`src/rtl/mem_ctrl_pkg.sv`:
```
// Shared types and encodings for the memory-stage controller.
package mem_ctrl_pkg;

    localparam int unsigned XLEN  = 32;
    localparam int unsigned CNT_W = 32;

    // RISC-V load/store funct3 encodings
    localparam logic [2:0] F3_B  = 3'b000;
    localparam logic [2:0] F3_H  = 3'b001;
    localparam logic [2:0] F3_W  = 3'b010;
    localparam logic [2:0] F3_BU = 3'b100;
    localparam logic [2:0] F3_HU = 3'b101;

    typedef enum logic [1:0] {
        S_IDLE = 2'd0,
        S_REQ  = 2'd1,
        S_RSP  = 2'd2,
        S_DONE = 2'd3
    } state_e;

endpackage

```
`src/rtl/lsu_align.sv`:
```
// Byte-lane steering for stores, lane extract/extension for loads, and
// detection of misaligned or unsupported accesses.
module lsu_align
    import mem_ctrl_pkg::*;
(
    input  logic            is_read,
    input  logic            is_write,
    input  logic [2:0]      funct3,
    input  logic [1:0]      addr_lo,
    input  logic [XLEN-1:0] wdata,
    input  logic [XLEN-1:0] rdata,
    output logic [3:0]      be,
    output logic [XLEN-1:0] wdata_rep,
    output logic [XLEN-1:0] load_data,
    output logic            bad
);

    logic [XLEN-1:0] shifted;

    // Byte enables follow the access size; store data replicated across lanes
    always_comb begin
        be        = 4'b0000;
        wdata_rep = '0;
        case (funct3[1:0])
            2'b00: begin
                be        = 4'b0001 << addr_lo;
                wdata_rep = {4{wdata[7:0]}};
            end
            2'b01: begin
                be        = 4'b0011 << {addr_lo[1], 1'b0};
                wdata_rep = {2{wdata[15:0]}};
            end
            2'b10: begin
                be        = 4'b1111;
                wdata_rep = wdata;
            end
            default: begin
                be        = 4'b0000;
                wdata_rep = '0;
            end
        endcase
    end

    // Move the addressed lane down to bit 0, then sign or zero extend
    always_comb begin
        shifted   = rdata >> {addr_lo, 3'b000};
        load_data = '0;
        case (funct3)
            F3_B:    load_data = {{24{shifted[7]}}, shifted[7:0]};
            F3_BU:   load_data = {24'b0, shifted[7:0]};
            F3_H:    load_data = {{16{shifted[15]}}, shifted[15:0]};
            F3_HU:   load_data = {16'b0, shifted[15:0]};
            F3_W:    load_data = rdata;
            default: load_data = '0;
        endcase
    end

    // Conflicting op, reserved funct3, unsigned store, or misaligned address
    always_comb begin
        bad = 1'b0;
        if (is_read && is_write)
            bad = 1'b1;
        if (funct3 == 3'b011 || funct3 == 3'b110 || funct3 == 3'b111)
            bad = 1'b1;
        if (is_write && (funct3 > F3_W))
            bad = 1'b1;
        if ((funct3[1:0] == 2'b01) && addr_lo[0])
            bad = 1'b1;
        if ((funct3 == F3_W) && (addr_lo != 2'b00))
            bad = 1'b1;
    end

endmodule

```
`src/rtl/mem_stage_ctrl.sv`:
```
// MEM-stage controller: drives the data-memory req/gnt/rvalid handshake,
// stalls upstream while an access is outstanding and feeds MEM/WB.
module mem_stage_ctrl
    import mem_ctrl_pkg::*;
#(
    parameter int unsigned TIMEOUT_CYCLES = 255
) (
    input  logic        clk,
    input  logic        reset,
    input  logic        ex_valid,
    input  logic        ex_mem_read,
    input  logic        ex_mem_write,
    input  logic [2:0]  ex_funct3,
    input  logic [31:0] ex_addr,
    input  logic [31:0] ex_wdata,
    input  logic [4:0]  ex_rd,
    input  logic        ex_reg_write,
    input  logic        ex_mem_to_reg,
    output logic        dmem_req,
    output logic        dmem_we,
    output logic [31:0] dmem_addr,
    output logic [3:0]  dmem_be,
    output logic [31:0] dmem_wdata,
    input  logic        dmem_gnt,
    input  logic        dmem_rvalid,
    input  logic [31:0] dmem_rdata,
    output logic        mem_stall,
    output logic [31:0] wb_mem_r_data,
    output logic [31:0] wb_alu_result,
    output logic [4:0]  wb_rd,
    output logic        wb_reg_write,
    output logic        wb_mem_to_reg,
    output logic        addr_err,
    output logic        bus_err
);

    state_e          state_q, state_d;
    logic [CNT_W-1:0] cnt_q, cnt_d, cnt_inc;
    logic [XLEN-1:0] rdata_q, rdata_d;
    logic            to_q, to_d;
    logic            mem_op, expired;
    logic [3:0]      lsu_be;
    logic [XLEN-1:0] lsu_wdata, lsu_load;
    logic            lsu_bad;

    lsu_align u_align (
        .is_read   (ex_mem_read),
        .is_write  (ex_mem_write),
        .funct3    (ex_funct3),
        .addr_lo   (ex_addr[1:0]),
        .wdata     (ex_wdata),
        .rdata     (dmem_rdata),
        .be        (lsu_be),
        .wdata_rep (lsu_wdata),
        .load_data (lsu_load),
        .bad       (lsu_bad)
    );

    assign mem_op  = ex_valid & (ex_mem_read | ex_mem_write);
    assign cnt_inc = cnt_q + CNT_W'(1);
    assign expired = (TIMEOUT_CYCLES != 0) && (cnt_inc >= CNT_W'(TIMEOUT_CYCLES));

    // State, wait counter, captured load data and timeout flag
    always_ff @(posedge clk or posedge reset) begin
        if (reset) begin
            state_q <= S_IDLE;
            cnt_q   <= '0;
            rdata_q <= '0;
            to_q    <= 1'b0;
        end else begin
            state_q <= state_d;
            cnt_q   <= cnt_d;
            rdata_q <= rdata_d;
            to_q    <= to_d;
        end
    end

    // Next-state and all combinational outputs
    always_comb begin
        state_d       = state_q;
        cnt_d         = cnt_q;
        rdata_d       = rdata_q;
        to_d          = to_q;
        dmem_req      = 1'b0;
        dmem_we       = 1'b0;
        dmem_addr     = '0;
        dmem_be       = 4'b0000;
        dmem_wdata    = '0;
        mem_stall     = 1'b0;
        addr_err      = 1'b0;
        bus_err       = 1'b0;
        wb_reg_write  = 1'b0;
        wb_mem_r_data = rdata_q;
        wb_alu_result = ex_addr;
        wb_rd         = ex_rd;
        wb_mem_to_reg = ex_mem_to_reg;

        case (state_q)
            S_IDLE: begin
                cnt_d = '0;
                to_d  = 1'b0;
                if (!mem_op) begin
                    wb_reg_write = ex_valid & ex_reg_write;
                end else if (lsu_bad) begin
                    addr_err = 1'b1;
                end else begin
                    dmem_req   = 1'b1;
                    dmem_we    = ex_mem_write;
                    dmem_addr  = {ex_addr[31:2], 2'b00};
                    dmem_be    = lsu_be;
                    dmem_wdata = ex_mem_write ? lsu_wdata : '0;
                    mem_stall  = 1'b1;
                    rdata_d    = '0;
                    if (dmem_gnt)
                        state_d = ex_mem_write ? S_DONE : S_RSP;
                    else
                        state_d = S_REQ;
                end
            end

            S_REQ: begin
                dmem_req   = 1'b1;
                dmem_we    = ex_mem_write;
                dmem_addr  = {ex_addr[31:2], 2'b00};
                dmem_be    = lsu_be;
                dmem_wdata = ex_mem_write ? lsu_wdata : '0;
                mem_stall  = 1'b1;
                cnt_d      = cnt_inc;
                if (dmem_gnt) begin
                    state_d = ex_mem_write ? S_DONE : S_RSP;
                end else if (expired) begin
                    bus_err = 1'b1;
                    to_d    = 1'b1;
                    state_d = S_DONE;
                end
            end

            S_RSP: begin
                mem_stall = 1'b1;
                cnt_d     = cnt_inc;
                if (dmem_rvalid) begin
                    rdata_d = lsu_load;
                    state_d = S_DONE;
                end else if (expired) begin
                    bus_err = 1'b1;
                    to_d    = 1'b1;
                    state_d = S_DONE;
                end
            end

            S_DONE: begin
                wb_reg_write = ex_valid & ex_reg_write & ~to_q;
                rdata_d      = '0;
                cnt_d        = '0;
                to_d         = 1'b0;
                state_d      = S_IDLE;
            end

            default: state_d = S_IDLE;
        endcase
    end

endmodule

```
`config.mk`:
```
export PLATFORM = sky130hd
export DESIGN_NAME = mem_stage_ctrl
export DESIGN_NICKNAME = d
export VERILOG_FILES = /design/src/rtl/mem_ctrl_pkg.sv /design/src/rtl/lsu_align.sv /design/src/rtl/mem_stage_ctrl.sv
export SDC_FILE = /design/constraint.sdc
export NUM_CORES = 1
export LEC_CHECK = 0
export CORE_MARGIN = 4
export CORE_UTILIZATION = 39
export CTS_BUF_LIST = sky130_fd_sc_hd__clkbuf_8
export DETAILED_ROUTE_END_ITERATION = 8
export PLACE_DENSITY_LB_ADDON = 0.12
export SLEW_MARGIN = 15
export SYNTH_ARGS = -nofsm -noshare
export SYNTH_HDL_FRONTEND = slang
export SYNTH_HIERARCHICAL = 1
export SYNTH_SLANG_ARGS = --single-unit
```
`constraint.sdc`:
```
create_clock -name clk -period 3.8 [get_ports clk]
set_input_delay 0.57 -clock clk [delete_from_list [all_inputs] [get_ports clk]]
set_output_delay 0.57 -clock clk [all_outputs]
set_load 0.02 [all_outputs]
```
* Word level (Yosys, flattened, before mapping)
Cells that the tools add are included.
Storage, ports and cells: register bits 67, bits in latches 0, RAM bits 0, ROM bits 0, input bits 113, output and inout port bits 144, word-level logic and storage cells 99, memories kept 0
Cells by class: $add $sub $neg 1, $mul 0, divide/modulo/power cells 0, order comparisons 2, equality and inequality tests 17, shift operators 3, muxes and demuxes 51, bitwise gates (word level) 5, reduce and logical (&&, ||, !) cells 16
Operators with widths (number):
- 32-bit two-way mux | 8
- 32-bit one-hot mux with 2 select lines | 3
- 32-bit one-hot mux with 3 select lines | 2
- 32-bit one-hot mux with 5 select lines | 1
- 32-bit by 1-bit adder with 32-bit output (second input constant) | 1
- 32-bit by 8-bit >= comparator with 1-bit output (second input constant) | 1
- 32-bit by 5-bit >> shifter with 16-bit output | 1
- 1-bit two-way mux | 20
- 3-bit == test (second input constant) | 4
- 2-bit two-way mux | 6
- 4-bit one-hot mux with 3 select lines | 1
- 2-bit inequality test (second input constant) | 5
- 1-bit one-hot mux with 2 select lines | 5
- 4-bit two-way mux | 2
- 2-bit one-hot mux with 4 select lines | 1
- 4-bit one-hot mux with 2 select lines | 1
- 2-bit == test (second input constant) | 3
- 3-bit by 2-bit == test with 1-bit output (second input constant) | 2
- 2-bit by 1-bit == test with 1-bit output (second input constant) | 2
- 1-bit logical AND | 4
- 2-bit logical NOT | 2
- 2-bit AND reduction | 2
- 4-bit AND reduction | 1
- 2-bit OR reduction | 2
- 12 further kinds | 15

* Longest topological paths before layout
depth in word-level cells 10, depth in mapped cells 12, gate-level depth less buffers 9

* By module
The synthesis kept the hierarchy.
Modules (own cells, without submodules):
- mem_stage_ctrl | instances 1, cells each 462, area each 4324.1 um^2, seq. area each 1676.6 um^2
- lsu_align | instances 1, cells each 203, area each 1295.0 um^2, seq. area each 0.0 um^2

* Least setup slack after synthesis
OpenSTA, ideal clock, no wires.
path type input port to output port, start point in ex_funct3[1], end point out dmem_wdata[31], arrival 2524 ps, required time 3230 ps, setup slack 706 ps, cell stages on the path 10, buffers on the path 4, cell sequence buf_4 > clkbuf_1 > buf_2 > a21oi_1 > o211ai_1 > nor3_1 > or2_2 > clkbuf_1 > and2_1 > o211a_1
On the way: longest elaborated chain between the ends 10, elaborated cells between the ends (all ways) 22, those cells by class order compare: 1; eq/ne: 6; mux: 9; reduce/logical: 6
RTL lines:
- start: declaration | RTL line mem_stage_ctrl.sv:13 | input logic [2:0] ex_funct3,
- 3-bit by 2-bit == test with 1-bit output or 3-bit == test (tied branches) | RTL line lsu_align.sv:63 | if (funct3 == 3'b011 || funct3 == 3'b110 || funct3 == 3'b111)
- 1-bit logical OR (2 in a row) | RTL line lsu_align.sv:63
- 1-bit two-way mux | RTL line lsu_align.sv:63
- 1-bit two-way mux | RTL line lsu_align.sv:65 | if (is_write && (funct3 > F3_W))
- 1-bit two-way mux | RTL line lsu_align.sv:67 | if ((funct3[1:0] == 2'b01) && addr_lo[0])
- 1-bit two-way mux * | RTL line lsu_align.sv:69 | if ((funct3 == F3_W) && (addr_lo != 2'b00))
- named net lsu_bad | RTL line mem_stage_ctrl.sv:44 | logic lsu_bad;
- 32-bit two-way mux * | RTL line mem_stage_ctrl.sv:104 | end else if (lsu_bad) begin
- 32-bit two-way mux * | RTL line mem_stage_ctrl.sv:102 | if (!mem_op) begin
- 32-bit one-hot mux with 2 select lines * | RTL line mem_stage_ctrl.sv:98 | case (state_q)
- end: declaration | RTL line mem_stage_ctrl.sv:23 | output logic [31:0] dmem_wdata,
The timed path passes the listed nets; every way through them passes the cells marked *.

* Worst setup path in the final report
start point reg cnt_q[6], end point out bus_err
On the way: longest elaborated chain between the ends 5, elaborated cells between the ends (all ways) 6, those cells by class add/sub: 1; order compare: 1; mux: 4
RTL lines:
- start: declaration | RTL line mem_stage_ctrl.sv:38 | logic [CNT_W-1:0] cnt_q, cnt_d, cnt_inc;
- start signal: assignment | RTL line mem_stage_ctrl.sv:72 | cnt_q <= cnt_d;
- 32-bit by 1-bit adder with 32-bit output * | RTL line mem_stage_ctrl.sv:60 | assign cnt_inc = cnt_q + CNT_W'(1);
- 32-bit by 8-bit >= comparator with 1-bit output * | RTL line mem_stage_ctrl.sv:61 | assign expired = (TIMEOUT_CYCLES != 0) && (cnt_inc >= CNT_W'(TIMEOUT_CYCLES));
- 1-bit two-way mux * | RTL line mem_stage_ctrl.sv:131, mem_stage_ctrl.sv:144
- 1-bit two-way mux (on tied branches) | RTL line mem_stage_ctrl.sv:141, mem_stage_ctrl.sv:129
- 1-bit one-hot mux with 2 select lines * | RTL line mem_stage_ctrl.sv:98
- end: declaration | RTL line mem_stage_ctrl.sv:34 | output logic bus_err
Every way passes the cells marked *; elsewhere a longest branch is shown, timed or not.

==> flow_metrics.py <==
metrics = {
    "logic_synthesis": {
        "ys_ff_latch": 67,
        "synth_flop_cell": "dfrtp_1",
        "synth_top_cell_by_area": "dfrtp_1",
        "synthCells": 665,
        "yosysTopAreaCellShare_pct": 29.8,
        "async_flop_share_pct": 100,
        "yosysUniqueCellTypes": 67,
        "synth.avg_cell_area_um2": 8.45,
        "yosysSeqAreaShare_pct": 29.8,
        "synthTopCellsByArea": "dfrtp_1 30%, and2_1 7.2%, a22o_1 6.2%",
        "synth_enable_flop_cells": 0,
        "ys.warnings.count": 6,
        "netlist_area_um2": 5620,
    },
    "floorplanning": {
        "io_pins": 257,
        "dieWidth_um": 128,
        "rows": 43,
        "fp.dieArea_um2": 16400,
        "die_y_um": 128,
        "start_util_pct": 40.2,
        "core_area_um2": 14000,
    },
    "status": {
        "status": "completed",
    },
    "layout": {
        "num_antenna_cells": 0,
        "finalNonFillerCells": 1039,
        "final_nets": 974,
        "final_cell_mix": "179 x clkdlybuf4s50_1, 65 x and2_1, 65 x dfrtp_1",
        "final_common_cell": "clkdlybuf4s50_1",
        "final.fill_count": 1234,
        "fin_area_um2": 8280,
        "drive_gt1_share_pct": 9.66,
        "syn2layout_area_growth_pct": 47.4,
        "final_util_pct": 59.2,
    },
    "clocking": {
        "cts_tree": "yes",
        "cts_made_buffers": 9,
        "cts.sinks": 67,
        "cts_max_level": 3,
        "cts.clk_slew.worst_paths_ps": 60,
        "cts_root_buf": "clkbuf_8",
        "cts_buffer_depth": 2,
        "cts_setup_buffers": 0,
        "clock_latency_ps": 350,
    },
    "placement": {
        "place_area_um2": 7940,
        "pre_cts_slack_ps": 71.0,
        "place_inst": 1024,
        "dp_hpwl_um": 15200,
        "gp_congestion": 1.04,
        "portBuffers": 242,
    },
    "sta": {
        "min_period_ps": 3650,
        "final-hold-violation-count": 0,
        "slew_headroom_pct": 36.9,
        "layout_setup_ws_ps": 146,
        "fmax_mhz": 274,
        "maxSlewViolCount": 0,
        "finalSetupViolCount": 0,
        "skew_ps": 13.7,
        "tightestPinTransition_ps": 944,
        "timing.final.crit_share_pct": 96.2,
        "setup_tns_ps": 0,
    },
    "route": {
        "dr.pass1.iters": 5,
        "wl_um": 19800,
        "drt_iter0_markers": 396,
        "vias": 5646,
        "drc": 0,
        "vias_per_cell": 5.43,
        "wl_per_cell_um": 19.0,
        "final_antenna_net_count": 0,
    },
    "pwr": {
        "cellLeakagePower_nw": 4.51,
        "vdd_drop_max_mv": 0.306,
        "powerDensity_nw_per_um2": 389,
    },
    "critical_path": {
        "end_kind": "primary output",
        "crit_arrival_ps": 3080,
        "cp.required_ps": 3230,
        "reg2reg_depth": 8,
        "worst-setup-path-type": "register to primary output",
        "crit_fanout": 5,
        "start_kind": "register",
    },
    "global_route": {
        "grt_pass1_wl_um": 29900,
        "grt_max_degree": 46,
        "grt_util_all_layers_pct": 22.9,
        "grt_pass1_vias": 5563,
        "antenna_found_initial": 0,
        "overflow": 0,
    },
    "run": {
        "maxCapViolCount": 0,
    },
    "hold_path": {
        "min_path_type": "register to register",
        "min_path_cells": 1,
    },
}
-- metrics by stage --
step	total power [W]	hold slack, ps
2_1_floorplan	0.00189	487
3_3_place_gp	0.00267	487
3_5_place_dp	0.00269	491
4_1_cts	0.00328	511
5_1_grt	0.00341	522
6_report	0.00322	505
-- report_power, final --
| group | internal, W | switching (W) |
|---|---|---|
| combinational | 0.000797 | 0.000995 |
| clock | 0.000295 | 0.000275 |
| sequential | 0.000794 | 0.0000651 |
-- worst max-delay path, stage by stage (launching register included) --
cell and delay (ps):
dfrtp_1 460, nand3_4 90, or4_4 590, nor3_4 250, mux2_2 350, o21a_2 220
nor4_4 300, a21oi_1 140, dlygate4sd2_1 340
-- layer usage --
metal / routed length [um] / up-vias / GRT usage, %
met5: 0 / - / 0
met4: 433 / 0 / 7.49
met3: 1420 / 29 / 5.17
met2: 9970 / 214 / 39.2
met1: 7960 / 2711 / 28.4
li1: - / 2692 / -
-- cell usage after synthesis, drive strengths merged (3+ instances only) --
| cell type | number |
|---|---|
| nand3 | 19 |
| o31ai | 3 |
| nor2 | 20 |
| and4 | 5 |
| o21a | 3 |
| mux2i | 6 |
| and3 | 35 |
| nand4 | 18 |
| nor4 | 5 |
| a31oi | 3 |
| a22oi | 9 |
| nor3 | 13 |
| ha | 6 |
| inv | 12 |
| a221o | 7 |
| clkbuf | 35 |
| nand2 | 52 |
| xnor2 | 22 |
| dfrtp | 67 |
| mux2 | 8 |
| or2 | 4 |
| a22o | 40 |
| a21oi | 43 |
| buf | 56 |
| or3 | 4 |
| xor2 | 11 |
| a21boi | 3 |
| nand2b | 6 |
| and2 | 65 |
| nor2b | 23 |
| o21ai | 35 |
| a21o | 8 |
-- sequential cells by signal, summed over array words and instances, names as in the netlist --
name / count
to_q: 1
wb_mem_r_data: 32
state_q: 2
cnt_q: 32
-- final cells by class --
cell class	instances	area (um^2)	area share, %
multi-input cells	496	3350	40.4
repair buffers	269	2800	33.9
flip-flops and latches	67	1680	20.3
well taps	180	225	2.72
clock buffers	9	124	1.50
clock inverters	6	58.8	0.710
inverters	12	45.0	0.544
-- path summary, 6_finish.rpt --
kind,slack (ps),end,start
max,150,bus_err,cnt_q[6]
min,500,wb_mem_r_data[25],wb_mem_r_data[25]
max reg2reg,1170,state_q[1],cnt_q[6]
min reg2reg,500,wb_mem_r_data[25],wb_mem_r_data[25]
max in group asynchronous,2270,cnt_q[8],reset
min in group asynchronous,570,wb_mem_r_data[18],reset
-- kinds of logic after synthesis --
family	synth area share (%)
DFF	29.8
adders and majority gates	1.34
xor gates and xnor gates	5.14
buffers and inverters	10.8
AOI/OAI and AO/OA	21.4
muxes	2.67
other	0.0667
and+or+nand+nor	28.7
-- what timing repair did --
item                       CTS  global route
setup endpoints to repair    1            67
hold endpoints to repair     0             0
hold buffers                 0             0
gates resized for setup      1            65
pin swaps                    0             1
(Power assumes the default switching activity.)
